==> src/rtl/timer_pkg.sv <==
// Shared types and helpers for the BCD countdown timer.
// Holds the sequencer state enum, the BCD limit and the preset clamp.
package timer_pkg;

  typedef enum logic [2:0] {
    IDLE   = 3'd0,
    LOAD   = 3'd1,
    RUN    = 3'd2,
    PAUSED = 3'd3,
    DONE   = 3'd4
  } state_t;

  localparam logic [3:0] BCD_MAX = 4'd9;

  // Non-BCD nibbles (A..F) saturate to 9.
  function automatic logic [3:0] clamp_bcd(input logic [3:0] d);
    return (d > BCD_MAX) ? BCD_MAX : d;
  endfunction

endpackage

==> src/rtl/bcd_down_digit.sv <==
// One BCD down-counting digit: synchronous load, decrement with 0->9 wrap.
// Ports: clk, rst (async high), load, din[3:0], dec -> q[3:0], is_zero.
module bcd_down_digit
  import timer_pkg::*;
(
  input  logic       clk,
  input  logic       rst,
  input  logic       load,
  input  logic [3:0] din,
  input  logic       dec,
  output logic [3:0] q,
  output logic       is_zero
);

  always_ff @(posedge clk or posedge rst) begin
    if (rst) begin
      q <= 4'd0;
    end else if (load) begin
      q <= din;
    end else if (dec) begin
      q <= (q == 4'd0) ? BCD_MAX : q - 4'd1;
    end
  end

  assign is_zero = (q == 4'd0);

endmodule

==> src/rtl/countdown_timer_ctrl.sv <==
// Presettable BCD countdown timer: prescaler, digit chain, run/pause FSM.
// Ports: clk, rst, start, pause_tgl, abort, preset -> digits, running,
//        paused, done, done_pulse (all outputs registered).
module countdown_timer_ctrl
  import timer_pkg::*;
#(
  parameter int NUM_DIGITS = 4,
  parameter int TICK_DIV   = 50000000,
  parameter int CNT_W      = 26
) (
  input  logic                    clk,
  input  logic                    rst,
  input  logic                    start,
  input  logic                    pause_tgl,
  input  logic                    abort,
  input  logic [4*NUM_DIGITS-1:0] preset,
  output logic [4*NUM_DIGITS-1:0] digits,
  output logic                    running,
  output logic                    paused,
  output logic                    done,
  output logic                    done_pulse
);

  state_t state;
  state_t state_nx;

  logic [CNT_W-1:0]        pre;
  logic                    tick;
  logic [4*NUM_DIGITS-1:0] pre_cl;
  logic                    preset_zero;
  logic [NUM_DIGITS-1:0]   zero;
  logic [NUM_DIGITS-1:0]   dec;
  logic                    hi_zero;
  logic                    last_tick;
  logic                    ld;

  assign tick = (state == RUN) && (pre == CNT_W'(TICK_DIV - 1));
  assign ld   = abort || (state == LOAD);

  // Abort reuses the load path with an all-zero value.
  for (genvar k = 0; k < NUM_DIGITS; k++) begin : g_dig
    assign pre_cl[4*k +: 4] = clamp_bcd(preset[4*k +: 4]);
    bcd_down_digit u_dig (
      .clk     (clk),
      .rst     (rst),
      .load    (ld),
      .din     (abort ? 4'd0 : pre_cl[4*k +: 4]),
      .dec     (dec[k]),
      .q       (digits[4*k +: 4]),
      .is_zero (zero[k])
    );
  end

  assign preset_zero = (pre_cl == '0);

  // Borrow chain: digit k steps only when every lower digit is 0.
  always_comb begin
    dec     = '0;
    hi_zero = 1'b1;
    dec[0]  = tick;
    for (int k = 1; k < NUM_DIGITS; k++) begin
      dec[k]  = dec[k-1] & zero[k-1];
      hi_zero = hi_zero & zero[k];
    end
  end

  // This tick takes the count from 1 to 0: stop instead of wrapping.
  assign last_tick = tick && (digits[3:0] == 4'd1) && hi_zero;

  always_comb begin
    state_nx = state;
    if (abort) begin
      state_nx = IDLE;
    end else begin
      case (state)
        IDLE, DONE: if (start) state_nx = LOAD;
        LOAD:       state_nx = preset_zero ? DONE : RUN;
        RUN: begin
          if (last_tick)      state_nx = DONE;
          else if (pause_tgl) state_nx = PAUSED;
        end
        PAUSED:     if (pause_tgl) state_nx = RUN;
        default:    state_nx = IDLE;
      endcase
    end
  end

  always_ff @(posedge clk or posedge rst) begin
    if (rst) begin
      state <= IDLE;
    end else begin
      state <= state_nx;
    end
  end

  always_ff @(posedge clk or posedge rst) begin
    if (rst) begin
      pre <= '0;
    end else if (ld) begin
      pre <= '0;
    end else if (state == RUN) begin
      pre <= tick ? '0 : pre + CNT_W'(1);
    end
  end

  always_ff @(posedge clk or posedge rst) begin
    if (rst) begin
      running    <= 1'b0;
      paused     <= 1'b0;
      done       <= 1'b0;
      done_pulse <= 1'b0;
    end else begin
      running    <= (state_nx == RUN);
      paused     <= (state_nx == PAUSED);
      done       <= (state_nx == DONE);
      done_pulse <= (state_nx == DONE) && (state != DONE);
    end
  end

endmodule

==> config.mk <==
export PLATFORM = sky130hd
export DESIGN_NAME = countdown_timer_ctrl
export DESIGN_NICKNAME = d
export VERILOG_FILES = /design/src/rtl/timer_pkg.sv /design/src/rtl/bcd_down_digit.sv /design/src/rtl/countdown_timer_ctrl.sv
export SDC_FILE = /design/constraint.sdc
export NUM_CORES = 1
export LEC_CHECK = 0
export CAP_MARGIN = 5
export CORE_MARGIN = 2
export CORE_UTILIZATION = 30
export DETAILED_ROUTE_END_ITERATION = 6
export GPL_TIMING_DRIVEN = 0
export RECOVER_POWER = 50
export SETUP_SLACK_MARGIN = 0.1
export SLEW_MARGIN = 20
export SYNTH_ARGS = -nofsm -noshare
export SYNTH_HDL_FRONTEND = slang
export SYNTH_SLANG_ARGS = --single-unit
==> constraint.sdc <==
create_clock -name clk -period 2.1 [get_ports clk]
set_input_delay 0.42 -clock clk [delete_from_list [all_inputs] [get_ports clk]]
set_output_delay 0.42 -clock clk [all_outputs]
set_load 0.01 [all_outputs]
**Yosys cells after proc, flatten, opt, wreduce, memory -nomap -nowiden**

Index checks and enable logic that the tools add are counted.

- Bits in registers: 49
- Input port bits: 21
- Output and inout bits: 20
- Logic and storage cells: 81

- Add/subtract/negate cells: 5
- $lt $le $gt $ge: 4
- Equal/unequal tests: 10
- Multiplexer cells: 30
- Bitwise gates (word level): 5
- Reductions and logical operators: 17

Operators by type and width:

| cell | number |
|---|---|
| $mux W4 | 20 |
| $mux W26 | 3 |
| $add A26 B1 Y26 const B | 1 |
| $eq A26 B26 Y1 const B | 1 |
| $mux W3 | 6 |
| $gt A4 B4 Y1 const B | 4 |
| $logic_not A16 Y1 | 1 |
| $logic_not A4 Y1 | 4 |
| $sub A4 B1 Y4 const B | 4 |
| $eq A3 B2 Y1 const B | 4 |
| $pmux W3 S4 | 1 |
| $reduce_bool A2 Y1 | 5 |
| $eq A3 B3 Y1 const B | 2 |
| $and A1 B1 Y1 | 5 |
| $eq A4 B1 Y1 const B | 1 |
| $logic_and A1 B1 Y1 | 4 |
| $eq A3 B1 Y1 const B | 1 |
| $logic_not A3 Y1 | 1 |
| $ne A3 B3 Y1 const B | 1 |
| $reduce_or A2 Y1 | 1 |
| $logic_or A1 B1 Y1 | 1 |

**Depth between registers and ports, before layout**

- Word-level depth: 9
- Gate-level depth with buffers: 8
- Depth with buffers taken out: 6

**Modules after synthesis**

A second synthesis with hierarchy kept.

- Cell total of the unflattened synthesis: 307
- Area total of the unflattened synthesis: 2899.0 um^2

By module, submodules not included:

| module | times used | cells each | area an instance (um^2) | seq. area each (um^2) |
|---|---|---|---|---|
| countdown_timer_ctrl | 1 | 215 | 1998.2 | 825.8 |
| bcd_down_digit | 4 | 23 | 225.2 | 100.1 |

**Worst setup path before layout**

Ideal clock, no wire load.

- Kind: register to register
- From: reg g_dig[1].u_dig.q[0]
- To: reg g_dig[2].u_dig.q[2]
- Setup time: 99 ps
- Arrival time: 1992 ps
- Setup slack: 9 ps
- Stages on the path, launching flop included: 6
- Buffers on the path: 0
- Clock period less this slack: 2091 ps
- Cells stage by stage: dfrtp_1 or4_4 or4_4 nor4_4 nand2_1 a311oi_1

- Longest elaborated chain between the ends: 3

Ends and longest elaborated chain:

| what | RTL line | text |
|---|---|---|
| from (decl) | bcd_down_digit.sv:11 | `output logic [3:0] q,` |
| from (signal assigned) | bcd_down_digit.sv:19 | `q <= din;` |
| from (signal assigned) | bcd_down_digit.sv:21 | `q <= (q == 4'd0) ? BCD_MAX : q - 4'd1;` |
| $logic_not A4 Y1 | bcd_down_digit.sv:25 | `assign is_zero = (q == 4'd0);` |
| $and A1 B1 Y1 | countdown_timer_ctrl.sv:62 | `dec[k] = dec[k-1] & zero[k-1];` |
| $reduce_bool A2 Y1 (no line) | n/a |  |
| to (signal assigned) | bcd_down_digit.sv:19 |  |
| to (signal assigned) | bcd_down_digit.sv:21 |  |
| to (decl) | bcd_down_digit.sv:11 |  |

Every way passes these cells.
A chain may end at the register's enable or synchronous reset.

**Final worst setup path**

- From: reg pre[5]
- To: reg pre[21]

- Longest elaborated chain between the ends: 5
- Elaborated cells on any way between the ends: 6
- Those cells by class: add/sub (1); eq/ne (1); mux (3); reduce/logical (1)

Ends and longest elaborated chain:

| what | RTL line | text |
|---|---|---|
| from (decl) | countdown_timer_ctrl.sv:27 | `logic [CNT_W-1:0] pre;` |
| from (signal assigned) | countdown_timer_ctrl.sv:102 | `pre <= tick ? '0 : pre + CNT_W'(1);` |
| parallel branches: the longest is 2 deep, another holds $add A26 B1 Y26 | n/a |  |
| $mux W26 (*) | countdown_timer_ctrl.sv:102 |  |
| $mux W26 (*) | countdown_timer_ctrl.sv:101 | `end else if (state == RUN) begin` |
| $mux W26 (*) | countdown_timer_ctrl.sv:99 | `end else if (ld) begin` |

Every way passes the cells marked *. The select of a mux whose other input is x is not followed.

==> metrics <==
utilization after layout=44.6%; Worst-path clk slew=0.09 ns; pwr dens=517 nW/um^2; Slew @ Worst Pin=0.944 ns; initial antenna violation count=0; Hold Vio Cnt, Final=0; Root Buffer=clkbuf_8; Nets=456; Netlist Area Pre-Place=3010 um^2; fraction of registers with async set/reset=100%; Core Area=9770 um^2; Initial Util=30.8%; dpl cell area=3600 um^2; Final Cell Area=4360 um^2; Post-synth EDFFs=0; placed cell count=515; maximum vdd drop=0.304 mV; synthesized flop and latch total=49; Synth top cells by count=dfrtp_1 (49), nor2_1 (36), nand2_1 (28); fin crit share=99.4%; CTS tree=done; ant diodes=0; worst-case clock skew=0.00938 ns; number of port buffers=40; sequential area share after synthesis=40.7%; Tmin final=2.09 ns; DP Wirelength=6.14 mm; Skew-Pair Late Insertion Delay=0.31 ns; # H-tree levels=2; CTS Buffer Depth=2; initial DRC count=214; largest net degree at the start of global routing=26; f_max=0.479 GHz; grt ovf=0; final WL=9.49 mm; vias per cell=5.41; normalized max-slew margin=37.0%; share of layout cells above drive strength 1=29.0%; DR WL/cell=16.7 um; Die Ht=104 um; CTS sink cnt=49; Synth area leaders=dfrtp_1 (41%), xnor2_1 (5.2%), nor2_1 (4.5%), nor4_1 (3.5%), nand2_1 (3.5%); total CTS buffers=5; I/O pin count=41; Ys Warns=0; Synth Flop Type=dfrtp_1; die area=10900 um^2; Syn Inst Count=341; DRC Markers=0; Synth top area share=40.7%; CP required=2.35 ns; Max Cap Viol=0; Finished Layout Cells=568; 1st-pass router iterations=5; CP Max Fanout=4; Die W=104 um; Routed Antenna Nets=0; Critical Path AT=2.33 ns; setup total negative slack=0 ns; GP Congestion=0.843; syn nets=363; worst hold-check slack=0.562 ns; Setup Viol. Count Final=0; Crit Path Category=reg2reg; Hold Path Class=reg2reg; Avg Inst Size Synth=8.83 um^2; cell with the most instances after synthesis=dfrtp_1; RSZ-0062 raised after global routing=true; area growth from synthesis to layout=44.9%; standard-cell rows=36; outcome=finished clean; first-pass GRT wire length=14.6 mm; vias=3072; Setup crit start kind=flip-flop; cell taking the most area after synthesis=dfrtp_1; Yosys cell types=52; Crit. End Element=flip-flop; GRT Util Overall=16.5%; Max Slew Vio Count=0; Leakage=1.73 nW; vias in the first global route=2926
## cell families (layout without fill, tap and decap cells)
group,Yosys count,count (layout),synth area share [%]
compound gates,58,58,12.3
xor+xnor,24,24,6.98
fa+ha+maj,1,1,0.415
buf+inv,27,121,3.53
flops,49,49,40.7
mux,3,3,0.997
simple gates,179,179,35.1
## report_power, final
group	switching [mW]	total [mW]	internal, mW
clock network	0.332	0.631	0.299
registers	0.0454	1.02	0.979
logic	0.308	0.602	0.294
total	0.686	2.26	1.57
## area by class of cell
class / count / area (um^2)
clock buffers: 7 / 96.3
multi-input cells: 265 / 1930
repair buffers: 88 / 782
flip-flops and latches: 49 / 1240
inverters: 9 / 33.8
plain buffers: 16 / 118
fillers: 939 / 5410
clock inverters: 1 / 5.00
well taps: 133 / 166
## worst paths after layout
check | startpoint | to | slack (ns) | depth (start not counted)
max | pre[5] | pre[21] | 0.01 | 5
min | pre[0] | pre[0] | 0.56 | 2
max reg2reg | pre[5] | pre[21] | 0.01 | 5
min reg2reg | pre[0] | pre[0] | 0.56 | 2
max in group asynchronous | rst | pre[11] | 0.32 | 3
min in group asynchronous | rst | state[0] | 0.75 | 2
## registers in the layout (all words and copies together) (netlist names)
signal / flops
done_pulse: 1
done: 1
state: 3
paused: 1
pre: 26
g_dig.u_dig.q: 16
running: 1
## placed cells by master, fill, tap and decap left out, drive strengths merged, types with 4 or more instances in the layout
| cell | n |
|---|---|
| dfrtp | 49 |
| o21ai | 16 |
| nor3 | 11 |
| inv | 9 |
| a211oi | 6 |
| buf | 55 |
| or3 | 12 |
| nand2 | 28 |
| xnor2 | 18 |
| nand4 | 13 |
| xor2 | 6 |
| nor2 | 36 |
| nor4 | 20 |
| nor3b | 4 |
| clkdlybuf4s50 | 33 |
| clkbuf | 16 |
| nand3 | 19 |
| dlygate4sd3 | 7 |
| a21oi | 18 |
| and4 | 6 |
| nor4b | 6 |
| or4 | 4 |
## metal layers
metal	share of wire, %	vias to the layer above	global-route usage (%)
li1	-	1451	-
met1	45	1514	22.1
met2	49	89	27.4
met3	4.3	18	2.38
met4	1.7	0	5.21
met5	0	-	0
## worst max-delay path, stage by stage, from the launching register on
cell and delay (ns):
dfrtp_1 0.41, nand4_4 0.13, or4_4 0.55, nor4_4 0.32, or4b_1 0.49, a21oi_2 0.13
## through the flow
step                total power [mW]  setup slack (ns)
finish                          2.26            0.0124
global route                    2.36           -0.0789
CTS                             2.20            0.0310
detailed placement              1.50            -0.380
global placement                1.49            -0.557
floorplan                       1.30            0.0353
## repair_timing
item / 4_1_cts / 5_1_grt
cloned: 0 / 1
endpoints found under the setup margin: 48 / 44
setup buffers: 33 / 14
endpoints found under the hold margin: 0 / 0
gates resized for setup: 38 / 44
hold buffers: 0 / 0
pin swaps: 18 / 20
Note: power is estimated with default switching activity, not from simulation.
